`config.mk`:
```
export PLATFORM = sky130hd
export DESIGN_NAME = parking_lot_ctrl_flat
export DESIGN_NICKNAME = d
export VERILOG_FILES = /design/src/rtl/parking_lot_ctrl_pkg.sv /design/src/rtl/parking_lot_ctrl_if.sv /design/src/rtl/parking_lot_ctrl_lowest_free_finder.sv /design/src/rtl/parking_lot_ctrl.sv /design/src/flat_wrapper.sv
export SDC_FILE = /design/constraint.sdc
export NUM_CORES = 1
export LEC_CHECK = 0
export CELL_PAD_IN_SITES_DETAIL_PLACEMENT = 1
export CELL_PAD_IN_SITES_GLOBAL_PLACEMENT = 1
export CORE_ASPECT_RATIO = 0.75
export CORE_UTILIZATION = 40
export CTS_BUF_LIST = sky130_fd_sc_hd__clkbuf_2
export DETAILED_ROUTE_END_ITERATION = 6
export PLACE_DENSITY = 0.88
export SETUP_SLACK_MARGIN = 0.05
export SYNTH_ARGS = -nofsm -noshare
export SYNTH_HDL_FRONTEND = slang
export SYNTH_SLANG_ARGS = --single-unit
```
`constraint.sdc`:
```
create_clock -name CLK -period 3.55 [get_ports CLK]
set_input_delay 0.71 -clock CLK [delete_from_list [all_inputs] [get_ports CLK]]
set_output_delay 0.71 -clock CLK [all_outputs]
set_load 0.005 [all_outputs]
```
`src/rtl/parking_lot_ctrl_pkg.sv`:
```
// Shared types and width helper for the parking lot controller slice.
package parking_pkg;

  typedef enum logic [1:0] {
    IDLE,
    ENTRY_OPEN,
    EXIT_OPEN
  } state_t;

  // Smallest r such that 2**r >= n; usable in constant expressions.
  function automatic int clog2(input int n);
    int r;
    r = 0;
    while ((1 << r) < n) r++;
    return r;
  endfunction

endpackage

```
`src/rtl/parking_lot_ctrl_if.sv`:
```
// Request/status bundle between the gate client and the parking lot controller.
interface parking_lot_ctrl_if
  import parking_pkg::*;
#(
  parameter int NUM_SPOTS = 8
);
  localparam int SPOT_W = clog2(NUM_SPOTS);
  localparam int CNT_W  = clog2(NUM_SPOTS + 1);

  logic                 enter;
  logic                 exit;
  logic [SPOT_W-1:0]    exit_spot;
  logic [NUM_SPOTS-1:0] occupancy;
  logic [CNT_W-1:0]     count;
  logic                 full;
  logic                 empty;
  logic                 door_open;
  logic [SPOT_W-1:0]    assigned_spot;
  logic                 assign_valid;
  logic                 exit_err;

  modport master (
    output enter, exit, exit_spot,
    input  occupancy, count, full, empty, door_open,
    input  assigned_spot, assign_valid, exit_err
  );

  modport slave (
    input  enter, exit, exit_spot,
    output occupancy, count, full, empty, door_open,
    output assigned_spot, assign_valid, exit_err
  );

endinterface

```
`src/rtl/parking_lot_ctrl_lowest_free_finder.sv`:
```
// Combinational priority encoder returning the lowest-index free spot.
module lowest_free_finder
  import parking_pkg::*;
#(
  parameter int NUM_SPOTS = 8
) (
  input  logic [NUM_SPOTS-1:0]        occupancy,
  output logic [clog2(NUM_SPOTS)-1:0] index,
  output logic                        found
);
  localparam int SPOT_W = clog2(NUM_SPOTS);

  // Scan from the top so the lowest free index is the last one written.
  always_comb begin
    index = '0;
    found = 1'b0;
    for (int i = NUM_SPOTS - 1; i >= 0; i--) begin
      if (!occupancy[i]) begin
        index = SPOT_W'(i);
        found = 1'b1;
      end
    end
  end

endmodule

```
`src/rtl/parking_lot_ctrl.sv`:
```
// Parking lot controller: spot allocation, occupancy tracking and a timed gate.
module parking_lot_ctrl
  import parking_pkg::*;
#(
  parameter int NUM_SPOTS   = 8,
  parameter int DOOR_CYCLES = 4
) (
  input logic               CLK,
  input logic               RST,
  parking_lot_ctrl_if.slave bus
);
  localparam int SPOT_W = clog2(NUM_SPOTS);
  localparam int CNT_W  = clog2(NUM_SPOTS + 1);
  localparam int TMR_W  = 8;

  state_t               state, state_nxt;
  logic [TMR_W-1:0]     timer, timer_nxt;
  logic [NUM_SPOTS-1:0] occupancy, occupancy_nxt;
  logic [CNT_W-1:0]     count, count_nxt;
  logic [SPOT_W-1:0]    assigned_spot, assigned_spot_nxt;
  logic                 assign_valid, assign_valid_nxt;
  logic                 exit_err, exit_err_nxt;
  logic                 door_open;
  logic [SPOT_W-1:0]    free_idx;
  logic                 free_found;
  logic                 full;
  logic                 exit_in_range;
  logic                 exit_ok;

  lowest_free_finder #(.NUM_SPOTS(NUM_SPOTS)) u_finder (
    .occupancy (occupancy),
    .index     (free_idx),
    .found     (free_found)
  );

  assign full          = (count == CNT_W'(NUM_SPOTS));
  assign exit_in_range = (int'(bus.exit_spot) < NUM_SPOTS);
  assign exit_ok       = bus.exit && exit_in_range && occupancy[bus.exit_spot];

  // A valid exit wins over enter; an invalid exit only flags an error.
  always_comb begin
    state_nxt         = state;
    timer_nxt         = timer;
    occupancy_nxt     = occupancy;
    count_nxt         = count;
    assigned_spot_nxt = assigned_spot;
    assign_valid_nxt  = 1'b0;
    exit_err_nxt      = 1'b0;
    case (state)
      IDLE: begin
        if (exit_ok) begin
          occupancy_nxt[bus.exit_spot] = 1'b0;
          count_nxt                    = count - CNT_W'(1);
          timer_nxt                    = TMR_W'(DOOR_CYCLES - 1);
          state_nxt                    = EXIT_OPEN;
        end else begin
          exit_err_nxt = bus.exit;
          if (bus.enter && !full && free_found) begin
            occupancy_nxt[free_idx] = 1'b1;
            count_nxt               = count + CNT_W'(1);
            assigned_spot_nxt       = free_idx;
            assign_valid_nxt        = 1'b1;
            timer_nxt               = TMR_W'(DOOR_CYCLES - 1);
            state_nxt               = ENTRY_OPEN;
          end
        end
      end
      default: begin
        if (timer == '0) begin
          state_nxt = IDLE;
        end else begin
          timer_nxt = timer - TMR_W'(1);
        end
      end
    endcase
  end

  always_ff @(posedge CLK) begin
    if (RST) begin
      state         <= IDLE;
      timer         <= '0;
      occupancy     <= '0;
      count         <= '0;
      assigned_spot <= '0;
      assign_valid  <= 1'b0;
      exit_err      <= 1'b0;
      door_open     <= 1'b0;
    end else begin
      state         <= state_nxt;
      timer         <= timer_nxt;
      occupancy     <= occupancy_nxt;
      count         <= count_nxt;
      assigned_spot <= assigned_spot_nxt;
      assign_valid  <= assign_valid_nxt;
      exit_err      <= exit_err_nxt;
      door_open     <= (state_nxt != IDLE);
    end
  end

  assign bus.occupancy     = occupancy;
  assign bus.count         = count;
  assign bus.full          = full;
  assign bus.empty         = (count == '0);
  assign bus.door_open     = door_open;
  assign bus.assigned_spot = assigned_spot;
  assign bus.assign_valid  = assign_valid;
  assign bus.exit_err      = exit_err;

endmodule

```
`src/flat_wrapper.sv`:
```
// flat-port wrapper written by rule: the top's interface ports become plain ports
module parking_lot_ctrl_flat import parking_pkg::*;
#(
  parameter int NUM_SPOTS   = 8,
  parameter int DOOR_CYCLES = 4
)
  (CLK, RST, bus_enter, bus_exit, bus_exit_spot, bus_occupancy, bus_count, bus_full, bus_empty, bus_door_open, bus_assigned_spot, bus_assign_valid, bus_exit_err);
  parking_lot_ctrl_if #(.NUM_SPOTS(NUM_SPOTS)) bus_i ();
  input logic CLK;
  input logic RST;
  input wire logic [$bits(bus_i.enter)-1:0] bus_enter;
  input wire logic [$bits(bus_i.exit)-1:0] bus_exit;
  input wire logic [$bits(bus_i.exit_spot)-1:0] bus_exit_spot;
  output wire logic [$bits(bus_i.occupancy)-1:0] bus_occupancy;
  output wire logic [$bits(bus_i.count)-1:0] bus_count;
  output wire logic [$bits(bus_i.full)-1:0] bus_full;
  output wire logic [$bits(bus_i.empty)-1:0] bus_empty;
  output wire logic [$bits(bus_i.door_open)-1:0] bus_door_open;
  output wire logic [$bits(bus_i.assigned_spot)-1:0] bus_assigned_spot;
  output wire logic [$bits(bus_i.assign_valid)-1:0] bus_assign_valid;
  output wire logic [$bits(bus_i.exit_err)-1:0] bus_exit_err;
  assign bus_i.enter = bus_enter;
  assign bus_i.exit = bus_exit;
  assign bus_i.exit_spot = bus_exit_spot;
  assign bus_occupancy = bus_i.occupancy;
  assign bus_count = bus_i.count;
  assign bus_full = bus_i.full;
  assign bus_empty = bus_i.empty;
  assign bus_door_open = bus_i.door_open;
  assign bus_assigned_spot = bus_i.assigned_spot;
  assign bus_assign_valid = bus_i.assign_valid;
  assign bus_exit_err = bus_i.exit_err;
  parking_lot_ctrl #(.NUM_SPOTS(NUM_SPOTS), .DOOR_CYCLES(DOOR_CYCLES)) u_core (.CLK(CLK), .RST(RST), .bus(bus_i));
endmodule
```
==> reports/results.txt, run 1 <==
Dividing total power by cell area gives a power density of 489 nW/um^2. Dividing the detail-routed wire length by the instance count gives 19.2 microns. Core footprint: 3680 sq um. The number of routed nets with antenna violations was 0.

The switching fraction of total power came out at 36.5%. The quantity of gates resized following cts is 0, and the via count of the first global-routing pass is 1671. The tools report the warning count from the yosys run as 0. The depth of the worst register-to-register path was 10; the net switching power was 344 uW. In this run the deepest clock path goes through 2 buffers.

For this design, the CTS-stage hold fixing added 0 buffers. The tightest min-delay check is of the flip-flop to flip-flop type. Once the clock tree was built, the setup fixing pass inserted 0 buffers. Cells with a size suffix above 1 make up 10.2% of the layout. After detailed placement, the total cell area comes to 1880 sq um.

In this run the cell area of the synthesized design comes to 1540 sq um. The normalized max-slew margin was 55.6%. Category of the critical setup timing path: primary input to flip-flop. Summing the sequential cell areas from Yosys gives 36.3% of the chip area. The tools report the area taken by flip-flops and latches as 561 sq um.

0 antenna diodes ended up in the layout. The number of vias per cell after detailed routing came out at 6.09. Of all nets on the critical path, the largest fanout is 4. Global routing used 6.16% of the available met3 tracks. For this design the static power due to leakage is 0.739 nW. In this run, the combinational gates consume 36.7% of the power.

The biggest area contributor in the post-synthesis netlist is sky130_fd_sc_hd__dfxtp_1. The synthesized design contains 0 enable-type register cells. The run gives 0 as the max-capacitance violation count. TritonCTS built the clock tree. After layout, the worst path uses 95.1% of the clock period. In the final timing run, aggregate negative setup slack is 0 ns. The total of buffers placed on input and output ports was 26; the setup slack on the worst flop-to-flop path was 0.60 ns.

The number of antenna violations at the first check in global routing is 0, and the final cell utilization of the core is 52.2%. For this run, the top clock speed supported by timing is 0.296 GHz. The overall power after layout is 941 uW.

The commonest cells after synthesis are sky130_fd_sc_hd__dfxtp_1 (28), sky130_fd_sc_hd__nand2_1 (21), sky130_fd_sc_hd__a21oi_1 (16). Counting flops and latches in the post-synthesis netlist gives 28. Chip width: 73.7 microns.

The floorplan step set the die height to 55.8 microns. After routing the design area is 1920 sq um. Setup violations remaining at the end of the flow were counted as 0.

In the global route stage, met2 resource usage came out at 44.2%. For this run, asynchronously set or reset flops after synthesis account for 0%. CTS placed an instance of sky130_fd_sc_hd__clkbuf_2 at the clock tree root. The finished layout holds 268 standard cells, fillers aside. Clock-pin slew was measured on the worst setup and hold paths at 0.28 ns. The congestion estimate from routability-driven global placement came to 0.878. The share of power burned in the clock network is 21.0%, and the area of the die is 4110 sq um.

met2 is the most crowded layer. The tools report the category of the worst setup path capture point as a flip-flop. The I/O pin count is 27.

Number of nets at the end of the flow: 229. The internal power came out at 597 uW. The net count of the mapped netlist was 197; the number of clock sinks was 28. The run gives 1 as the maximum level of the CTS H-tree. The startpoint identified for the worst register-to-register timing path is u_core.bus.occupancy[0]. After the first detailed-routing iteration, the DRC count stood at 138. Of the post-synthesis cell area, the dominant cell type holds 36.3%. The worst setup path is launched from a primary input. Met1 layer usage reported by global route: 35.4%. Reg-to-reg critical path endpoint: u_core.bus.count[3]. Synthesis instantiated 54 different standard cells from the library. For the proportion of power drawn by flip-flops and latches, the log shows 42.4%. Summing all multi-input logic gate instances after layout gives 911 sq um.

Summed over all nets, the half-perimeter wirelength after detailed placement is 3610 microns. The floorplan has 19 rows. The tools report the count of pins over their slew limit as 0. The run gives 448 as the filler cell count in the final layout. Yosys attributes the largest share of cell area to sky130_fd_sc_hd__dfxtp_1 (36%), sky130_fd_sc_hd__a21oi_1 (5.2%), sky130_fd_sc_hd__nand2_1 (5.1%), sky130_fd_sc_hd__nor2_1 (3.6%), sky130_fd_sc_hd__a31oi_1 (3.2%). The smallest clock period supported by the final layout is computed as 3.38 ns. The area added between synthesis and finish is 24.7%, and the final-report hold violation count is 0.

The prevailing post-synth register cell was sky130_fd_sc_hd__dfxtp_1. The starting utilization of the core area was 41.9%. Global routing used 27.0% of the available tracks.

Across the routed clock network, the largest skew measured is 0.0117 ns. Setup repair after global routing left no endpoint under its margin. Wires add up to 5140 microns. The worst endpoint required time was 3.89 ns. At the pin with the least slew margin, the transition time is 0.663 ns.

Counting tap cells, the placed design contains a total of 264 instances. The tools report the first-pass GRT wire length as 8400 microns. The number of optimization iterations in the first detailed-route pass was 4; the pin count of the biggest net entering global routing was 24. The flow ran to the end, and the final reports show no timing, DRC or antenna violations.

After synthesis, the mean cell area works out to 8.34 sq um. The run gives 0.38 ns as the latest clock arrival within the worst-skew pair. Along the worst hold path, the cell count comes to 2. The logs give 0 for the final global-route overflow total and 1633 for the total number of vias. The remaining routing DRC violations was 0. The tools report the startpoint of the most critical setup path as bus_exit_spot[1].

At the worst endpoint, the arrival time is 3.72 ns. By instance count, the leading cell after synthesis is sky130_fd_sc_hd__dfxtp_1. The number of clock buffers added by TritonCTS is 3.

Following the worst setup path forward leads to its endpoint at u_core.bus.count[3]. The worst ir drop on vdd was 0.000338 V. In the synthesized netlist, the number of instances is 185.
-- placed cells by master, fill, tap and decap left out, types with 2 or more instances in the layout --
master                             n
sky130_fd_sc_hd__nor4_1            3
sky130_fd_sc_hd__nand2_1          21
sky130_fd_sc_hd__nor2_1           15
sky130_fd_sc_hd__dfxtp_1          28
sky130_fd_sc_hd__or4_1             2
sky130_fd_sc_hd__mux2i_1           3
sky130_fd_sc_hd__clkbuf_2          3
sky130_fd_sc_hd__o31ai_1           4
sky130_fd_sc_hd__nor3_1            9
sky130_fd_sc_hd__nand2b_1          2
sky130_fd_sc_hd__o21ai_0           4
sky130_fd_sc_hd__nand3_1           9
sky130_fd_sc_hd__clkdlybuf4s50_1  26
sky130_fd_sc_hd__nand4_1           3
sky130_fd_sc_hd__a31oi_1           8
sky130_fd_sc_hd__buf_4             7
sky130_fd_sc_hd__xnor2_1           2
sky130_fd_sc_hd__nand3b_1          2
sky130_fd_sc_hd__ha_1              4
sky130_fd_sc_hd__a211oi_1          2
sky130_fd_sc_hd__a221oi_2          2
sky130_fd_sc_hd__o21ai_1           2
sky130_fd_sc_hd__inv_1             8
sky130_fd_sc_hd__a21oi_1          16
sky130_fd_sc_hd__a21o_1            2
sky130_fd_sc_hd__a21boi_0          2
-- critical path, stage by stage --
cell and delay, ns:
sky130_fd_sc_hd__clkdlybuf4s50_1 0.54, sky130_fd_sc_hd__mux2_4 0.33, sky130_fd_sc_hd__a221oi_2 0.35, sky130_fd_sc_hd__o22ai_2 0.14, sky130_fd_sc_hd__and2_2 0.22, sky130_fd_sc_hd__ha_1 0.29
sky130_fd_sc_hd__a21o_1 0.20, sky130_fd_sc_hd__a21o_1 0.20, sky130_fd_sc_hd__and3_4 0.18, sky130_fd_sc_hd__or4_1 0.40, sky130_fd_sc_hd__a21oi_1 0.14
-- cell type report --
cell class | instances | area share (%)
multi-input cells | 143 | 47.3
flip-flops and latches | 28 | 29.1
repair buffers | 33 | 16.3
well taps | 52 | 3.38
clock inverters | 1 | 1.56
inverters | 8 | 1.56
clock buffers | 3 | 0.780
-- metrics by stage --
stage,hold WS (ns),worst slack [ns]
after floorplan,0.445,0.367
after global placement,0.455,-0.0353
after detailed placement,0.481,-0.187
after CTS,0.508,0.205
after global routing,0.530,0.154
final,0.510,0.172
-- routing by layer --
| metal | vias to the layer above | wire length [microns] |
|---|---|---|
| met1 | 799 | 2230 |
| li1 | 749 | - |
| met5 | - | 0 |
| met4 | 0 | 91 |
| met2 | 73 | 2480 |
| met3 | 12 | 334 |
-- state kept, by name (all words and copies together), names as in the netlist --
| signal | count |
|---|---|
| u_core.bus.occupancy | 8 |
| u_core.timer | 8 |
| u_core.bus.count | 4 |
| u_core.bus.assigned_spot | 3 |
| u_core.state | 2 |
| u_core.bus.assign_valid | 1 |
| u_core.bus.door_open | 1 |
| u_core.bus.exit_err | 1 |
-- kinds of logic after synthesis --
logic type                 share of synthesized area (%)
buffers and inverters                               4.62
xor gates and xnor gates                            1.14
DFF                                                 36.3
and+or+nand+nor                                     26.7
muxes                                               3.65
adders and majority gates                           4.54
AOI/OAI and AO/OA                                   23.0
-- worst min-delay path by stage --
| stage | startpoint | endpoint |
|---|---|---|
| 2_1_floorplan | u_core.state[1] | u_core.state[1] |
| 3_3_place_gp | u_core.state[1] | u_core.state[1] |
| 3_5_place_dp | u_core.state[1] | u_core.state[1] |
| 4_1_cts | u_core.state[1] | u_core.state[1] |
| 5_1_grt | u_core.state[1] | u_core.state[1] |
| 6_report | u_core.state[1] | u_core.state[1] |
-- power groups by stage --
stage               registers, mW  logic (mW)  clock network, mW
CTS                         0.398       0.342              0.205
global route                0.407       0.378              0.215
detailed placement          0.403       0.335                  0
global placement            0.400       0.313                  0
finish                      0.399       0.345              0.197
floorplan                   0.390       0.219                  0
Power figures use the tool's default switching activity.
==> inputs of run 2 (changes only) <==
--- a/config.mk
+++ b/config.mk
@@ -8,10 +8,10 @@
 export CELL_PAD_IN_SITES_DETAIL_PLACEMENT = 1
 export CELL_PAD_IN_SITES_GLOBAL_PLACEMENT = 1
 export CORE_ASPECT_RATIO = 0.75
-export CORE_UTILIZATION = 40
+export CORE_UTILIZATION = 36
 export CTS_BUF_LIST = sky130_fd_sc_hd__clkbuf_2
 export DETAILED_ROUTE_END_ITERATION = 6
-export PLACE_DENSITY = 0.88
+export PLACE_DENSITY = 0.84
 export SETUP_SLACK_MARGIN = 0.05
 export SYNTH_ARGS = -nofsm -noshare
 export SYNTH_HDL_FRONTEND = slang
==> constraint.sdc (replaced) <==
create_clock -name CLK -period 3 [get_ports CLK]
set_input_delay 0.6 -clock CLK [delete_from_list [all_inputs] [get_ports CLK]]
set_output_delay 0.6 -clock CLK [all_outputs]
set_load 0.005 [all_outputs]
==> reports/results.txt, run 2 (same netlist as run 1, synthesis figures left out) <==
TritonCTS built the clock tree. The via count of the first global-routing pass is 1554 (was 1671). The cell at the slowest stage of the critical path was sky130_fd_sc_hd__clkdlybuf4s50_1 (unchanged). The latest clock arrival within the worst-skew pair was 0.40 ns (was 0.38 ns).

The tools report the first-pass GRT wire length as 7700 microns (was 8400 microns). The mean routed wirelength per cell works out to 16.3 microns (was 19.2 microns). The maximum level of the CTS H-tree is 1 (unchanged), and the depth of the worst register-to-register path is 10 (unchanged). The core footprint is 4080 sq um (was 3680 sq um).

The number of buffers inserted by hold repair at cts came out at 0 (unchanged). The number of antenna violations at the first check in global routing is 0 (unchanged). The maximum root-to-sink buffer count is 2 (unchanged). The startpoint of the most critical register-to-register path is u_core.bus.occupancy[1] (was u_core.bus.occupancy[0]). The cell seen most often among critical-path stages is sky130_fd_sc_hd__a21o_1 (unchanged).

Chip width: 77.6 microns (was 73.7 microns). For the initial DRC count, the log shows 71 (was 138). Worst min-delay path startpoint: u_core.state[1] (unchanged).

The number of nets at the end of the flow is 238 (was 229). Pin count of the biggest net entering global routing: 24 (unchanged). The run finished with clean final reports. Most frequent cells in the layout: sky130_fd_sc_hd__dfxtp_1 (28), sky130_fd_sc_hd__clkdlybuf4s50_1 (25), sky130_fd_sc_hd__nand2_1 (21) (was sky130_fd_sc_hd__dfxtp_1 (28), sky130_fd_sc_hd__clkdlybuf4s50_1 (26), sky130_fd_sc_hd__nand2_1 (21)).

The tools report the number of antenna repair diodes as 0 (unchanged). Category of the critical setup timing path: primary input to flip-flop (unchanged). The areal power density over the cells works out to 560 nW/um^2 (was 489 nW/um^2). Setup repair after global routing left no endpoint under its margin. Total setup buffers inserted after CTS: 0 (unchanged). Cell chain of the critical path: clkdlybuf4s50_1 > and2b_1 > a221oi_2 > o22ai_2 > and2_4 > ha_1 > a21o_1 > a21o_1 > and3_4 > or4_1 > a21oi_1 (was clkdlybuf4s50_1 > mux2_4 > a221oi_2 > o22ai_2 > and2_2 > ha_1 > a21o_1 > a21o_1 > and3_4 > or4_1 > a21oi_1).

The share of final-layout standard cells stronger than drive strength 1 came out at 13.8% (was 10.2%). Startpoint type of the worst setup path: a primary input (unchanged). Commonest non-fill, non-tap cell in the layout: sky130_fd_sc_hd__dfxtp_1 (unchanged).

For the final instance count without filler cells, the log shows 280 (was 268). For the final-report hold violation count, the log shows 0 (unchanged). The number of cells on the worst hold path works out to 2 (unchanged). The tools report the number of buffers created by CTS as 3 (unchanged).

The overall power after layout was 1.12 mW (was 941 uW); the area of the die was 4550 sq um (was 4110 sq um). After layout, the minimum clock period comes to 2.87 ns. The transition time of the tightest slew-check pin was 0.650 ns (was 0.663 ns); the max-capacitance violation count was 0 (unchanged). The endpoint of the worst hold path was u_core.state[1] (unchanged). The largest stage delay on the critical path was 0.43 ns (was 0.54 ns); the area added between synthesis and finish was 29.6% (was 24.7%).

The worst ir drop on vdd is 0.000251 V (was 0.000338 V). The root buffer selected by CTS was sky130_fd_sc_hd__clkbuf_2 (unchanged). The starting utilization of the core area was 37.8% (was 41.9%); the die height was 58.7 microns (was 55.8 microns). The remaining routing DRC violations was 0 (unchanged).

The overall routed net length was 4570 microns (was 5140 microns); the setup slack on the worst flop-to-flop path was 0.28 ns (was 0.60 ns). The tools report the arrival time of data at the critical path endpoint as 3.24 ns (was 3.72 ns). The tools report the category of the worst setup path capture point as a flip-flop (unchanged).

The normalized max-slew margin is 56.3% (was 55.6%). The number of setup violations in the final report is 0 (unchanged), and the leakage power figure is 0.788 nW (was 0.739 nW). Final global-route overflow total: 0 (unchanged). The ratio of final minimum period to clock period was 95.7%; the worst hold slack across all endpoints was 0.498 ns (was 0.510 ns). The run gives 27 (unchanged) as the I/O pin count. The upper clock frequency limit was 0.348 GHz. The reg-to-reg critical path endpoint was u_core.bus.count[3] (unchanged). The worst min-delay path category is flip-flop to flip-flop (unchanged). The clock-pin slew of the registers on the worst-case setup and hold paths was 0.30 ns (was 0.28 ns); the placed cell count was 276 (was 264). The total number of vias is 1608 (was 1633). Registers with the most flip-flops: u_core.bus.occupancy: 8 flops, u_core.timer: 8 flops, u_core.bus.count: 4 flops (unchanged). The tools report the final cell utilization of the core as 49.0% (was 52.2%). For the worst endpoint required time, the log shows 3.37 ns (was 3.89 ns).

The total of buffers placed on input and output ports works out to 26 (unchanged). The global-route usage over all layers is 21.7% (was 27.0%), and the clock skew is 0.0237 ns (was 0.0117 ns). The final weighted congestion in routability-driven placement is 0.865 (was 0.878), and the biggest fanout along the worst timing path is 4 (unchanged). The number of clock sinks was 28 (unchanged); the number of vias per cell after detailed routing was 5.74 (was 6.09). The number of routed nets with antenna violations was 0 (unchanged); the quantity of gates resized following cts was 1 (was 0).

The run gives 4 (unchanged) as the number of optimization iterations in the first detailed-route pass. The tools report the detailed placement HPWL as 3400 microns (was 3610 microns). The logs give 20 (was 19) for the number of core rows and 0 (unchanged) for the count of pins over their slew limit.
[run 2: cell types whose count changed in the layout (fill, tap and decap cells not counted), sizes merged]
cell	previous run	this run
buf	7	16
clkdlybuf4s50	26	25
dlygate4sd2	0	1
[run 2: critical path, delay by kind of cell]
| kind | cells | cell delay (ns) |
|---|---|---|
| AND/OR/NAND/NOR | 4 | 0.95 |
| adder cells (fa/ha/maj) | 1 | 0.28 |
| AO/OA/AOI/OAI | 5 | 0.97 |
| buffers and inverters | 1 | 0.43 |
[run 2: area by class of cell]
type | count | area, sq um
Fill cell | 495 | 2080
Multi-Input combinational cell | 143 | 916
Sequential cell | 28 | 561
Timing Repair Buffer | 42 | 379
Tap cell | 55 | 68.8
Clock inverter | 1 | 30.0
Inverter | 8 | 30.0
Clock buffer | 3 | 15.0
[run 2: worst max-delay path by stage]
stage,startpoint,end,slack (ns),depth (start not counted)
finish,bus_exit_spot[2],u_core.bus.count[3],0.13,11
global route,bus_exit_spot[2],u_core.bus.count[3],0.05,11
global placement,bus_exit_spot[1],u_core.bus.count[3],-0.39,11
floorplan,bus_exit_spot[1],u_core.bus.count[3],0.06,11
detailed placement,bus_exit_spot[1],u_core.bus.count[3],-0.51,11
CTS,bus_exit_spot[2],u_core.bus.count[3],0.14,11
[run 2: metrics by stage]
| step | instance area, sq um | setup TNS (ns) | setup WS, ns |
|---|---|---|---|
| global route | 2000 | 0 | 0.0535 |
| floorplan | 1550 | 0 | 0.0639 |
| detailed placement | 1960 | -0.552 | -0.508 |
| global placement | 1960 | -0.409 | -0.394 |
| finish | 2000 | 0 | 0.130 |
| CTS | 2000 | 0 | 0.143 |
[run 2: report_power, final]
part / internal, mW / switching, mW / leakage [nW]
Clock: 0.115 / 0.124 / 0.0266
Sequential: 0.415 / 0.0520 / 0.229
Combinational: 0.191 / 0.224 / 0.533
Total: 0.720 / 0.400 / 0.788
[run 2: routing by layer]
metal / vias to the layer above / share of wire [%] / routed length [microns] / track usage (%)
met5: - / 0 / 0 / 0
met4: 0 / 0.53 / 24 / 3.23
met3: 5 / 3.5 / 159 / 3.41
met2: 32 / 45 / 2070 / 36.0
met1: 802 / 51 / 2310 / 30.5
li1: 769 / - / - / -
